--- src/rtl/vram_access_ctrl_pkg.sv ---
// Shared constants for the VRAM access controller: bus widths, FSM encodings, latched request control.
package vram_access_ctrl_pkg;

    localparam int VRAM_ADDR_W = 15;
    localparam int VRAM_DATA_W = 16;
    localparam int VRAM_BYTE_W = 8;
    localparam int VRAM_LANE_W = 14;

    localparam logic [2:0] ST_IDLE   = 3'd0;
    localparam logic [2:0] ST_SETUP  = 3'd1;
    localparam logic [2:0] ST_STROBE = 3'd2;
    localparam logic [2:0] ST_HOLD   = 3'd3;
    localparam logic [2:0] ST_TURN   = 3'd4;

    typedef struct packed {
        logic       write;
        logic [1:0] wmask;
    } req_ctl_t;

    function automatic int max_cycles(input int a, input int b, input int c, input int d);
        int m;
        m = a;
        if (b > m) m = b;
        if (c > m) m = c;
        if (d > m) m = d;
        return m;
    endfunction

endpackage

--- src/rtl/vram_access_ctrl_phase_timer.sv ---
// Loadable phase down-counter; done_o is high while the count is zero.
// Load takes priority; the count parks at zero instead of wrapping.
module vram_phase_timer #(
    parameter int CNT_W = 3
) (
    input  logic             clock,
    input  logic             reset,
    input  logic             load_i,
    input  logic [CNT_W-1:0] load_val_i,
    output logic             done_o
);

    logic [CNT_W-1:0] cnt_q, cnt_d;

    always_comb begin
        cnt_d = cnt_q;
        if (load_i) begin
            cnt_d = load_val_i;
        end else if (cnt_q != '0) begin
            cnt_d = cnt_q - 1'b1;
        end
    end

    always_ff @(posedge clock) begin
        if (reset) begin
            cnt_q <= '0;
        end else begin
            cnt_q <= cnt_d;
        end
    end

    assign done_o = (cnt_q == '0);

endmodule

--- src/rtl/vram_access_ctrl.sv ---
// Single-word VRAM SRAM sequencer: SETUP/STROBE/HOLD(/TURN) with registered pins, one request in flight.
// req_ready is low for the whole access; rsp_valid pulses in the first HOLD cycle.
module vram_access_ctrl
    import vram_access_ctrl_pkg::*;
#(
    parameter int SETUP_CYCLES  = 2,
    parameter int STROBE_CYCLES = 3,
    parameter int HOLD_CYCLES   = 1,
    parameter int TURN_CYCLES   = 2
) (
    input  logic                   clock,
    input  logic                   reset,
    input  logic                   req_valid,
    output logic                   req_ready,
    input  logic                   req_write,
    input  logic [VRAM_ADDR_W-1:0] req_addr,
    input  logic [VRAM_DATA_W-1:0] req_wdata,
    input  logic [1:0]             req_wmask,
    output logic                   rsp_valid,
    output logic [VRAM_DATA_W-1:0] rsp_rdata,
    output logic                   vrd_n,
    output logic                   vawr_n,
    output logic                   vbwr_n,
    output logic                   va14,
    output logic [VRAM_LANE_W-1:0] vaa,
    output logic [VRAM_LANE_W-1:0] vab,
    output logic                   lvl_vd_dir,
    output logic                   vd_tristate,
    output logic [VRAM_BYTE_W-1:0] vda_o,
    output logic [VRAM_BYTE_W-1:0] vdb_o,
    input  logic [VRAM_BYTE_W-1:0] vda_i,
    input  logic [VRAM_BYTE_W-1:0] vdb_i
);

    localparam int MAX_CYC = max_cycles(SETUP_CYCLES, STROBE_CYCLES, HOLD_CYCLES, TURN_CYCLES);
    localparam int CNT_W   = $clog2(MAX_CYC) + 1;

    localparam logic [CNT_W-1:0] LD_SETUP  = CNT_W'(SETUP_CYCLES - 1);
    localparam logic [CNT_W-1:0] LD_STROBE = CNT_W'(STROBE_CYCLES - 1);
    localparam logic [CNT_W-1:0] LD_HOLD   = CNT_W'(HOLD_CYCLES - 1);
    localparam logic [CNT_W-1:0] LD_TURN   = CNT_W'(TURN_CYCLES - 1);

    logic [2:0]       state_q, state_d;
    req_ctl_t         ctl_q, ctl_d;
    logic             accept;
    logic             tmr_load;
    logic [CNT_W-1:0] tmr_val;
    logic             tmr_done;

    logic                   req_ready_q, rsp_valid_q;
    logic [VRAM_DATA_W-1:0] rsp_rdata_q;
    logic                   vrd_n_q, vawr_n_q, vbwr_n_q;
    logic                   va14_q;
    logic [VRAM_LANE_W-1:0] vaa_q, vab_q;
    logic                   dir_q, tri_q;
    logic [VRAM_BYTE_W-1:0] vda_q, vdb_q;

    logic drive_d, strobe_d, rsp_valid_d;

    assign accept = (state_q == ST_IDLE) && req_valid;
    assign ctl_d  = accept ? req_ctl_t'{write: req_write, wmask: req_wmask} : ctl_q;

    // Every transition reloads the timer with the entered state's length minus one.
    always_comb begin
        state_d  = state_q;
        tmr_load = 1'b0;
        tmr_val  = '0;
        case (state_q)
            ST_IDLE: begin
                if (req_valid) begin
                    state_d  = ST_SETUP;
                    tmr_load = 1'b1;
                    tmr_val  = LD_SETUP;
                end
            end
            ST_SETUP: begin
                if (tmr_done) begin
                    state_d  = ST_STROBE;
                    tmr_load = 1'b1;
                    tmr_val  = LD_STROBE;
                end
            end
            ST_STROBE: begin
                if (tmr_done) begin
                    state_d  = ST_HOLD;
                    tmr_load = 1'b1;
                    tmr_val  = LD_HOLD;
                end
            end
            ST_HOLD: begin
                if (tmr_done) begin
                    state_d  = ctl_q.write ? ST_TURN : ST_IDLE;
                    tmr_load = 1'b1;
                    tmr_val  = ctl_q.write ? LD_TURN : '0;
                end
            end
            ST_TURN: begin
                if (tmr_done) begin
                    state_d  = ST_IDLE;
                    tmr_load = 1'b1;
                end
            end
            default: begin
                state_d  = ST_IDLE;
                tmr_load = 1'b1;
            end
        endcase
    end

    // Pins are registered from the next state so they change on the state's entry edge.
    assign drive_d     = ctl_d.write &&
                         ((state_d == ST_SETUP) || (state_d == ST_STROBE) || (state_d == ST_HOLD));
    assign strobe_d    = (state_d == ST_STROBE);
    assign rsp_valid_d = (state_q == ST_STROBE) && tmr_done;

    vram_phase_timer #(
        .CNT_W (CNT_W)
    ) u_timer (
        .clock      (clock),
        .reset      (reset),
        .load_i     (tmr_load),
        .load_val_i (tmr_val),
        .done_o     (tmr_done)
    );

    always_ff @(posedge clock) begin
        if (reset) begin
            state_q     <= ST_IDLE;
            ctl_q       <= '0;
            req_ready_q <= 1'b1;
            rsp_valid_q <= 1'b0;
            rsp_rdata_q <= '0;
            vrd_n_q     <= 1'b1;
            vawr_n_q    <= 1'b1;
            vbwr_n_q    <= 1'b1;
            va14_q      <= 1'b0;
            vaa_q       <= '0;
            vab_q       <= '0;
            dir_q       <= 1'b0;
            tri_q       <= 1'b1;
            vda_q       <= '0;
            vdb_q       <= '0;
        end else begin
            state_q     <= state_d;
            ctl_q       <= ctl_d;
            req_ready_q <= (state_d == ST_IDLE);
            rsp_valid_q <= rsp_valid_d;
            vrd_n_q     <= !(strobe_d && !ctl_d.write);
            vawr_n_q    <= !(strobe_d && ctl_d.write && ctl_d.wmask[0]);
            vbwr_n_q    <= !(strobe_d && ctl_d.write && ctl_d.wmask[1]);
            dir_q       <= drive_d;
            tri_q       <= !drive_d;
            if (accept) begin
                va14_q <= req_addr[VRAM_ADDR_W-1];
                vaa_q  <= req_addr[VRAM_LANE_W-1:0];
                vab_q  <= req_addr[VRAM_LANE_W-1:0];
                if (req_write) begin
                    vda_q <= req_wdata[VRAM_BYTE_W-1:0];
                    vdb_q <= req_wdata[VRAM_DATA_W-1:VRAM_BYTE_W];
                end
            end
            if (rsp_valid_d && !ctl_q.write) begin
                rsp_rdata_q <= {vdb_i, vda_i};
            end
        end
    end

    assign req_ready   = req_ready_q;
    assign rsp_valid   = rsp_valid_q;
    assign rsp_rdata   = rsp_rdata_q;
    assign vrd_n       = vrd_n_q;
    assign vawr_n      = vawr_n_q;
    assign vbwr_n      = vbwr_n_q;
    assign va14        = va14_q;
    assign vaa         = vaa_q;
    assign vab         = vab_q;
    assign lvl_vd_dir  = dir_q;
    assign vd_tristate = tri_q;
    assign vda_o       = vda_q;
    assign vdb_o       = vdb_q;

endmodule

--- config.mk ---
export PLATFORM = sky130hd
export DESIGN_NAME = vram_access_ctrl
export DESIGN_NICKNAME = d
export VERILOG_FILES = /design/src/rtl/vram_access_ctrl_pkg.sv /design/src/rtl/vram_access_ctrl_phase_timer.sv /design/src/rtl/vram_access_ctrl.sv
export SDC_FILE = /design/constraint.sdc
export NUM_CORES = 1
export LEC_CHECK = 0
export ABC_AREA = 1
export BUFFER_PORTS_ARGS = -buffer_cell sky130_fd_sc_hd__clkbuf_2
export CAP_MARGIN = 20
export CORE_MARGIN = 2
export CORE_UTILIZATION = 50
export CTS_BUF_LIST = sky130_fd_sc_hd__clkbuf_8 sky130_fd_sc_hd__clkbuf_16
export CTS_CLUSTER_DIAMETER = 80
export CTS_CLUSTER_SIZE = 10
export DETAILED_ROUTE_END_ITERATION = 10
export PLACE_DENSITY = 0.93
export REMOVE_ABC_BUFFERS = 1
export SYNTH_ARGS = -nofsm -noshare
export SYNTH_HDL_FRONTEND = slang
export SYNTH_SLANG_ARGS = --single-unit
--- constraint.sdc ---
create_clock -name clock -period 3.51 [get_ports clock]
set_input_delay 0.702 -clock clock [delete_from_list [all_inputs] [get_ports clock]]
set_output_delay 0.702 -clock clock [all_outputs]
set_load 0.05 [all_outputs]
==> flow_summary_export.csv <==
group,metric,value,unit
outcome,status,"finished, final reports clean",
clocking,hold_bufs_at_cts,0,
clocking,cts_htree_levels,3,
floorplan,die-height,76.1,um
power,power.density_cell_area,702,nW/um2
grt,grt_resource_usage_total,20.1,%
power,finalPower,0.00227,W
detailed_routing,drt_iter0_markers,158,
yosys,post_synth_instance_area,2600,um2
finish,fin_nets,469,
floorplan,design.core.area,5070,um2
sta,final.setup.tns,0,ns
detailed_routing,met2WireLength,2750,um
grt,wire_length_of_the_first_global_routing_pass,9510,um
power,leakagePower,1.48,nW
finish,fin_area,3230,um2
detailed_routing,routed.top_layer,"met4",
place,post_dp_cell_area,3070,um2
sta,timing.final.setup_violations,0,
floorplan,floorplan.rows,26,
sta,fin_skew,0.00750,ns
worst_hold_path,worstHoldPathType,"register to register",
grt,antenna_found_initial,0,
sta,period_share,48.7,%
sta,tightestPinTransition,0.699,ns
sta,relSlewSlack,53.1,%
worst_setup_path,crit_path_end_kind,"register",
detailed_routing,detail_route.first_pass.iterations,5,
detailed_routing,route.final.wire_length,5680,um
sta,fmax,584,MHz
floorplan,start_util,51.3,%
floorplan,die-width,76.1,um
flow_run,cap_viol_max_count,0,
place,place_congestion,0.843,
place,detailed_place_hpwl,4020,um
grt,globalRoute.totalOverflow,0,
clocking,clock_latency,0.33,ns
finish,fraction_of_final_layout_cells_sized_beyond_drive_strength_1,37.7,%
place,worst_setup_slack_before_clock_tree_synthesis,1.54,ns
detailed_routing,wl_met3,365,um
power,vdd.ir_drop.worst,0.364,mV
finish,antenna_cells,0,
clocking,clock-sinks,63,
worst_setup_path,critical_path_arrival,1.94,ns
finish,area_delta_synth_final,24.0,%
worst_setup_path,cp_data_required_time,3.73,ns
sta,rsz0062_at_grt,"false",
clocking,cts-root-to-sink-buffers,2,
grt,grt_start_max_net_pins,37,
detailed_routing,viasPerCell,4.91,
grt,grt_pass1_vias,2188,
detailed_routing,dr_total_vias,2400,
yosys,yosys_synthesis_warning_count,0,
detailed_routing,antenna_violating_nets_post_route,0,
clocking,clk_transition_reported_paths,0.07,ns
yosys,synth_cell_type_count,29,
worst_setup_path,critPathLaunchType,"register",
worst_hold_path,hold_path_depth,2,
yosys,synthCells,313,
yosys,syn_avg_cell_area,8.31,um2
detailed_routing,route.detailed.drc,0,
clocking,cts_repair_resize_count,0,
clocking,tritoncts,"built",
sta,slew_viol_final,0,
floorplan,die_area,5800,um2
yosys,synth-seq-area-share,48.5,%
clocking,clk_root_buffer_cell,"clkbuf_8",
worst_setup_path,r2r_cells,8,
sta,final_hold_viol_count,0,
place,io_buffers,120,
clocking,cts_buffers,9,
detailed_routing,m1WireLength,2430,um
sta,period_needed,1.71,ns
detailed_routing,avgRoutedWirePerCell,11.6,um
worst_setup_path,critPathKind,"register to register",
floorplan,boundaryPins,121,
finish,filler_cell_count,430,
worst_setup_path,critical_path_fanouts_max,36,
finish,final_core_util,63.6,%
clocking,post_cts.repair.setup_buffers,0,
yosys,synth-seq-cells,63,
sta,final.setup.worst_slack,1.80,ns
## routing by layer
metal | global-route usage, % | up-vias
met2 | 33.7 | 98
met1 | 23.3 | 1073
li1 | - | 1216
met5 | 0 | -
met3 | 4.98 | 13
met4 | 12.2 | 0
## cell families (layout without fill, tap and decap cells)
logic type,count (synthesis),after routing,synth area share [%]
flip-flops,63,63,48.5
AO/OA/AOI/OAI,54,54,11.1
AND/OR/NAND/NOR,144,144,27.3
buffers and inverters,49,155,11.8
adder cells (fa/ha/maj),2,2,0.962
XOR/XNOR,1,1,0.337
## cell type report
cell class | instances | area, um2 | share of cell area (%)
clock buffer | 9 | 124 | 3.84
clock inverter | 7 | 33.8 | 1.05
inverter | 18 | 77.6 | 2.40
multi-input combinational | 201 | 1030 | 32.0
sequential | 63 | 1260 | 39.1
tap | 70 | 87.6 | 2.72
timing repair buffer | 121 | 608 | 18.9
## metrics by stage
| stage | hold slack [ns] | cells |
|---|---|---|
| 3_5_place_dp | 0.452 | 473 |
| 6_report | 0.461 | 489 |
| 5_1_grt | 0.484 | 489 |
| 4_1_cts | 0.462 | 489 |
| 3_3_place_gp | 0.449 | 473 |
| 2_1_floorplan | 0.445 | 282 |
## worst paths after layout
path	from	slack, ns	endpoint
max reg2reg	state_q[2]	1.80	vd_tristate
min reg2reg	rsp_rdata[10]	0.46	rsp_rdata[10]
max	state_q[2]	1.80	vd_tristate
min	rsp_rdata[10]	0.46	rsp_rdata[10]
## cell usage after synthesis, drive strengths merged
master | count | share of area, %
nand2 | 82 | 13
dfxtp | 63 | 48
a21oi | 50 | 9.9
nand3 | 41 | 10
buf | 24 | 7.8
inv | 17 | 2.8
nor2 | 17 | 3.4
clkbuf | 7 | 1.0
o21ai | 4 | 1.2
nand4 | 3 | 0.72
ha | 2 | 0.96
clkinv | 1 | 0.14
nor4 | 1 | 0.24
xnor2 | 1 | 0.34
## worst max-delay path: stages (launching register included)
cell and delay (ns):
dfxtp_1 0.34, inv_1 0.20, nand3_4 0.28, inv_8 0.29
nand2_8 0.14, o21ai_4 0.11, nand2_2 0.09, nor2_2 0.12
inv_2 0.03
## cells in the final DEF (no fill, tap or decap), drive strengths merged
cell type,Yosys,layout
dfxtp,63,63
clkinv,1,4
nor4,1,1
nand4,3,3
o21ai,4,4
buf,24,1
nand3,41,41
ha,2,2
inv,17,20
clkinvlp,0,1
nor2,17,17
xnor2,1,1
nand2,82,82
clkbuf,7,129
a21oi,50,50
## sequential cells by signal, indices dropped and copies added, names as in the netlist, 3 cells and up
signal,count
ctl_q,3
state_q,3
vab,14
vda_o,8
rsp_rdata,16
u_timer.cnt_q,3
vdb_o,8
## where the power goes
part	switching (W)	internal, W	leakage, nW
Clock	0.000265	0.000244	0.0926
Sequential	0.0000634	0.000812	0.514
Combinational	0.000661	0.000220	0.874
No activity file was read; power rests on OpenSTA's default activity.
